## config.mk

```make
export PLATFORM = sky130hd
export DESIGN_NAME = bus_output_register
export DESIGN_NICKNAME = d
export VERILOG_FILES = /design/src/rtl/bus_output_register.sv
export SDC_FILE = /design/constraint.sdc
export NUM_CORES = 1
export LEC_CHECK = 0
export ABC_AREA = 1
export BUFFER_PORTS_ARGS = -buffer_cell sky130_fd_sc_hd__buf_2
export CAP_MARGIN = 20
export CORE_ASPECT_RATIO = 1.1
export CORE_UTILIZATION = 40
export CTS_CLUSTER_SIZE = 28
export DETAILED_ROUTE_END_ITERATION = 6
export GPL_TIMING_DRIVEN = 1
export PLACE_DENSITY = 0.6
export SETUP_SLACK_MARGIN = 0.05
export SYNTH_ARGS = -nofsm -noshare
export SYNTH_HDL_FRONTEND = slang
export SYNTH_SLANG_ARGS = --single-unit
```

## constraint.sdc

```tcl
create_clock -name clk -period 2.1 [get_ports clk]
set_clock_uncertainty 0.15 [all_clocks]
set_input_delay 0.105 -clock clk [delete_from_list [all_inputs] [get_ports clk]]
set_output_delay 0.105 -clock clk [all_outputs]
set_load 0.03 [all_outputs]
```

## src/rtl/bus_output_register.sv

```systemverilog
// Output (OI) register of the 8-bit computer: latches the bus on every active-low
// load strobe and queues each captured word in a small first-word-fall-through FIFO.
module bus_output_register #(
  parameter int WIDTH = 8,
  parameter int DEPTH = 4
) (
  input  logic                       clk,
  input  logic                       reset,
  input  logic [WIDTH-1:0]           bus,
  input  logic                       load_n,
  output logic [WIDTH-1:0]           latched,
  output logic [WIDTH-1:0]           out_data,
  output logic                       out_valid,
  input  logic                       out_ready,
  output logic [$clog2(DEPTH):0]     count,
  output logic                       full,
  output logic                       overflow,
  input  logic                       clear_overflow
);

  localparam int AW = $clog2(DEPTH);
  localparam int CW = AW + 1;

  logic [WIDTH-1:0] r_latched;
  logic [WIDTH-1:0] r_mem [DEPTH];
  logic [AW-1:0]    r_wr_ptr;
  logic [AW-1:0]    r_rd_ptr;
  logic [CW-1:0]    r_count;
  logic             r_overflow;

  logic w_push_req;
  logic w_pop;
  logic w_push;
  logic w_drop;

  // A push into a full FIFO is still accepted when the head leaves at the same edge.
  assign w_push_req = ~load_n;
  assign w_pop      = (r_count != '0) && out_ready;
  assign w_push     = w_push_req && ((r_count != CW'(DEPTH)) || w_pop);
  assign w_drop     = w_push_req && !w_push;

  // NOTE: sequential state uses non-blocking assignments so every register sees
  // pre-edge values, independent of statement order inside the block.
  always_ff @(posedge clk or posedge reset) begin
    if (reset) begin
      r_latched  <= '0;
      r_wr_ptr   <= '0;
      r_rd_ptr   <= '0;
      r_count    <= '0;
      r_overflow <= 1'b0;
    end else begin
      if (w_push_req) r_latched <= bus;
      if (w_push)     r_wr_ptr  <= r_wr_ptr + AW'(1);
      if (w_pop)      r_rd_ptr  <= r_rd_ptr + AW'(1);

      if (w_push && !w_pop)      r_count <= r_count + CW'(1);
      else if (!w_push && w_pop) r_count <= r_count - CW'(1);

      // Set wins over clear when a drop and a clear request coincide.
      if (w_drop)              r_overflow <= 1'b1;
      else if (clear_overflow) r_overflow <= 1'b0;
    end
  end

  // NOTE: storage is not reset; its contents are only observable through
  // out_data while count is non-zero, and every such word was written first.
  always_ff @(posedge clk) begin
    if (w_push) r_mem[r_wr_ptr] <= bus;
  end

  assign latched   = r_latched;
  assign out_data  = r_mem[r_rd_ptr];
  assign out_valid = (r_count != '0);
  assign full      = (r_count == CW'(DEPTH));
  assign count     = r_count;
  assign overflow  = r_overflow;

endmodule

```

Yosys cells after proc, flatten, opt, wreduce, memory -nomap -nowiden --
Memory sizes are Yosys's and may differ from the RTL's. Index checks and enable logic that the tools add are counted.
Storage, ports and cells: register bits after elaboration 16, bits in latches 0, RAM bits 32, bits in read-only memories 0, input bits 13, output and inout bits 22, word-level logic and storage cells 30, memories kept 1
Cells by class: $add $sub $neg 4, multiply operators 0, divide/modulo/power cells 0, magnitude comparators 0, eq/ne operators 2, shift-type cells 0, multiplexer cells 6, bitwise gates (word level) 1, reduce and logical (&&, ||, !) cells 11
Memories:
- r_mem | words 4, bits a word 8, rd ports 1, clocked after Yosys merged registers in 0, wr ports 1, RTL line 25 | logic [WIDTH-1:0] r_mem [DEPTH];
Operators by type and width (count):
- $mux W3 | 2
- $logic_and A1 B1 Y1 | 5
- $add A2 B1 Y2 const B | 2
- $mux W1 | 4
- $reduce_bool A2 Y1 | 2
- $add A3 B1 Y3 const B | 1
- $eq A3 B3 Y1 const B | 1
- $ne A3 B3 Y1 const B | 1
- $reduce_bool A3 Y1 | 1
- $sub A3 B1 Y3 const B | 1
- $logic_not A1 Y1 | 2
- $logic_or A1 B1 Y1 | 1
- $not A1 Y1 | 1

Longest topological paths before layout --
word-level depth 8, mapped depth 12, mapped depth without buffers 12

Worst setup path before layout --
OpenSTA, ideal clock, no wires.
kind reg2reg, from reg r_count[0] (netlist: count[0]), to reg r_count[2] (netlist: count[2]), setup time 118 ps, arrival time 1864 ps, data required time 1832 ps, slack -32 ps, stages on the path, launching flop included 11, buffers on the path 0, period minus slack after synthesis 2132 ps, cell sequence dfrtp_1 nor2_2 nand2_2 nand2_1 ha_1 inv_1 fa_1 nand2_1 nand3_1 nand2_1 nand2_1
On the way: longest elaborated chain between the ends 7, elaborated cells on any way between the ends 14, those cells by class add/sub: 2; eq/ne: 1; mux: 2; reduce/logical: 9
Ends and longest elaborated chain:
- start: declaration | RTL line 28 | logic [CW-1:0] r_count;
- start signal: assignment | RTL line 56 | if (w_push && !w_pop) r_count <= r_count + CW'(1);
- start signal: assignment | RTL line 57 | else if (!w_push && w_pop) r_count <= r_count - CW'(1);
- $reduce_bool A3 Y1 (*)
- named net out_valid | RTL line 13 | output logic out_valid,
- $logic_and A1 B1 Y1 (*) | RTL line 38 | assign w_pop = (r_count != '0) && out_ready;
- $logic_or A1 B1 Y1 | RTL line 39 | assign w_push = w_push_req && ((r_count != CW'(DEPTH)) || w_pop);
- $logic_and A1 B1 Y1 | RTL line 39
- $logic_not A1 Y1 | RTL line 57
- $logic_and A1 B1 Y1 | RTL line 57
- $reduce_bool A2 Y1 (no source line)
Mark *: on every way through the listed nets, which the timed path passes. The rest lies on a longest branch. The select of a mux whose other input is x is not followed. A chain may end at the register's enable or synchronous reset.

Worst setup path in the final report --
from in out_ready, to mem r_mem[1][1], enable pin
On the way: longest elaborated chain between the ends 5
Ends and longest elaborated chain:
- start: declaration | RTL line 14 | input logic out_ready,
- $logic_and A1 B1 Y1 | RTL line 38
- $logic_or A1 B1 Y1 | RTL line 39
- $logic_and A1 B1 Y1 | RTL line 39
- $mux W1 | RTL line 68 | if (w_push) r_mem[r_wr_ptr] <= bus;
- $mux W1 (implied by the code) | RTL line 68
- end: declaration | RTL line 25
Every way passes these cells.

==> impl_metrics.tcl <==
set metrics [dict create \
    status "finished, final reports clean" \
    switching_share_pct 42.61 \
    rows 26 \
    cts-root-buf "clkbuf_8" \
    die_width_um 70.17 \
    intPower_mw 1.892 \
    p_comb_share_pct 43.8 \
    path_cells "dlygate4sd3_1 -> buf_2 -> inv_1 -> nand3_4 -> nand2_4 -> nor2_1" \
    fill_cells 450 \
    synth.avg_cell_area_um2 11.05 \
    io_buffers 34 \
    worst_pin_slew_ps 893.1 \
    antenna_found_initial 0 \
    maxSlewViolCount 0 \
    drv_cap 0 \
    fin_crit_ps 1933 \
    grt_first_pass_wirelength_um 6437 \
    leakage_nw 1.087 \
    final_cell_mix "42 x nand2_1, 34 x buf_2, 32 x edfxtp_1, 28 x nor2_1, 20 x o21ai_1" \
    slowest_stage "nor2_1" \
    cp.required_ps 1870 \
    grt_overflow 0 \
    placed_area_um2 2247 \
    hp-class "primary input to asynchronous set/reset pin" \
    start_util_pct 42.75 \
    ant_nets 0 \
    postLayoutCellArea_um2 2486 \
    multi_input_area_um2 579.3 \
    yosysSeqAreaShare_pct 66.59 \
    final_common_cell "nand2_1" \
    gp_congestion 0.7988 \
    cts.sinks 48 \
    pwr-share-seq_pct 40.2 \
    fmax_ghz 0.5174 \
    ys_warn_count 0 \
    dp.final_hpwl_um 2528 \
    grt_pass1_vias 1317 \
    numCtsBuffers 5 \
    startpoint_type "primary input" \
    p_clk_share_pct 15.9 \
    ios 35 \
    hold_viol 0 \
    via_count 1389 \
    critPathCaptureType "flip-flop" \
    syn_inst 185 \
    tritoncts "built" \
    avgRoutedWirePerCell_um 13.61 \
    drt_iter0_drc 90 \
    finalNetCount 255 \
    htreeDepth 2 \
    grt_max_degree 20 \
    p_sw_mw 1.405 \
    cellPowerDensity_nw_per_um2 1326 \
    die_h_um 76.98 \
    cp_max_fo 8 \
    crit_type "primary input to flip-flop" \
    antenna_cells 0 \
    die_area_um2 5401 \
    cts_max_path_buffers 2 \
    final-seq-area_um2 1364 \
    clkLatencyLatePin_ps 290 \
    irDropWorstVdd_uv 698.2 \
    area_delta_synth_final_pct 21.60 \
    netlist_area_um2 2044 \
    hold_ws_ps 292.4 \
    via_per_inst 4.741 \
    max_stage_delay_ps 680 \
    route.detailed.drc 0 \
    routed_wirelength_um 3987 \
    rsz0062_at_grt "false" \
    track_usage_pct 15.65 \
    syn-num-nets 204 \
    total_power_mw 3.297 \
    tns_ps 0 \
    fp.coreArea_um2 4782 \
    setup_viol 0 \
    drive_gt1_share_pct 24.05 \
    clk_pin_slew_worst_paths_ps 90 \
    finalCritPeriodShare_pct 92.03 \
    relSlewSlack_pct 40.24 \
    arrival_ps 1700 \
    yosysUniqueCellTypes 22 \
    synth-seq-cells 48 \
    dr.pass1.iters 4 \
]
==> repair_timing <==
action	in CTS	in global routing
endpoints found under the setup margin	0	2
hold buffers	12	0
setup buffers	0	2
gates resized for setup	0	6
hold endpoints to repair	59	0
==> flip-flops by register name, summed over array words and instances (netlist names) <==
| name | cells |
|---|---|
| overflow | 1 |
| r_wr_ptr | 2 |
| r_rd_ptr | 2 |
| r_mem | 32 |
| latched | 8 |
| count | 3 |
==> power by group through the flow <==
stage,clock network [mW],registers [mW],logic [mW]
floorplan,0,1.42,0.990
finish,0.525,1.33,1.44
global placement,0,1.34,1.36
CTS,0.540,1.33,1.41
detailed placement,0,1.35,1.39
global route,0.575,1.35,1.60
==> cell type report <==
type                    count  share of cell area (%)
flip-flops and latches     48                   54.86
inverters                  17                   2.768
multi-input cells         114                   23.30
repair buffers             50                   12.88
well taps                  56                   2.818
clock buffers               6                   2.919
clock inverters             2                  0.4529
==> routing by layer <==
| layer | track usage [%] | share of wire, % | wire [um] | up-vias |
|---|---|---|---|---|
| met3 | 3.417 | 3.5 | 140 | 6 |
| li1 | - | - | - | 710 |
| met1 | 22.40 | 49 | 1950 | 642 |
| met4 | 5.800 | 1.5 | 59 | 0 |
| met2 | 23.37 | 46 | 1837 | 31 |
| met5 | 0 | 0 | 0 | - |
==> synth_stat cells (all sizes together) <==
library cell	number	area (um2)
buf	6	60.05
dfrtp	16	400.4
edfxtp	32	960.9
fa	1	20.02
ha	5	62.56
inv	17	68.82
nand2	45	178.9
nand3	6	35.03
nand4	1	6.260
nor2	29	111.4
nor3	1	5.000
o21ai	24	120.1
o22ai	1	6.260
xnor2	1	8.760
==> worst paths after layout <==
check | start | end | slack [ps] | depth (start not counted)
worst max-delay path | out_ready | r_mem[1][1]$_DFFE_PP_ | 170 | 6
worst min-delay path | reset | latched[5]$_DFFE_PP0N_ | 290 | 3
worst max register to register | count[0]$_DFFE_PP0P_ | count[1]$_DFFE_PP0P_ | 170 | 9
worst min register to register | latched[4]$_DFFE_PP0N_ | latched[4]$_DFFE_PP0N_ | 330 | 2
max in group asynchronous | reset | count[1]$_DFFE_PP0P_ | 1080 | 3
min in group clk | latched[4]$_DFFE_PP0N_ | latched[4]$_DFFE_PP0N_ | 330 | 2
==> cell families after synthesis <==
family,Yosys count,share of synthesized area [%]
simple gates,82,16.46
xor+xnor,1,0.4285
buf+inv,23,6.303
fa+ha+maj,6,4.039
flops,48,66.58
compound gates,25,6.182
==> stage by stage <==
stage	cells	utilization, %	setup WS (ps)
floorplan	185	-	72.67
global placement	271	46.99	120.1
detailed placement	271	46.99	73.71
CTS	291	51.26	59.10
global route	293	51.99	74.49
finish	293	51.99	167.4
==> worst max-delay path, delay by kind of cell <==
kind,cells,cell delay (ps)
AND/OR/NAND/NOR,3,870
buffers and inverters,3,730
(Power assumes the default switching activity.)
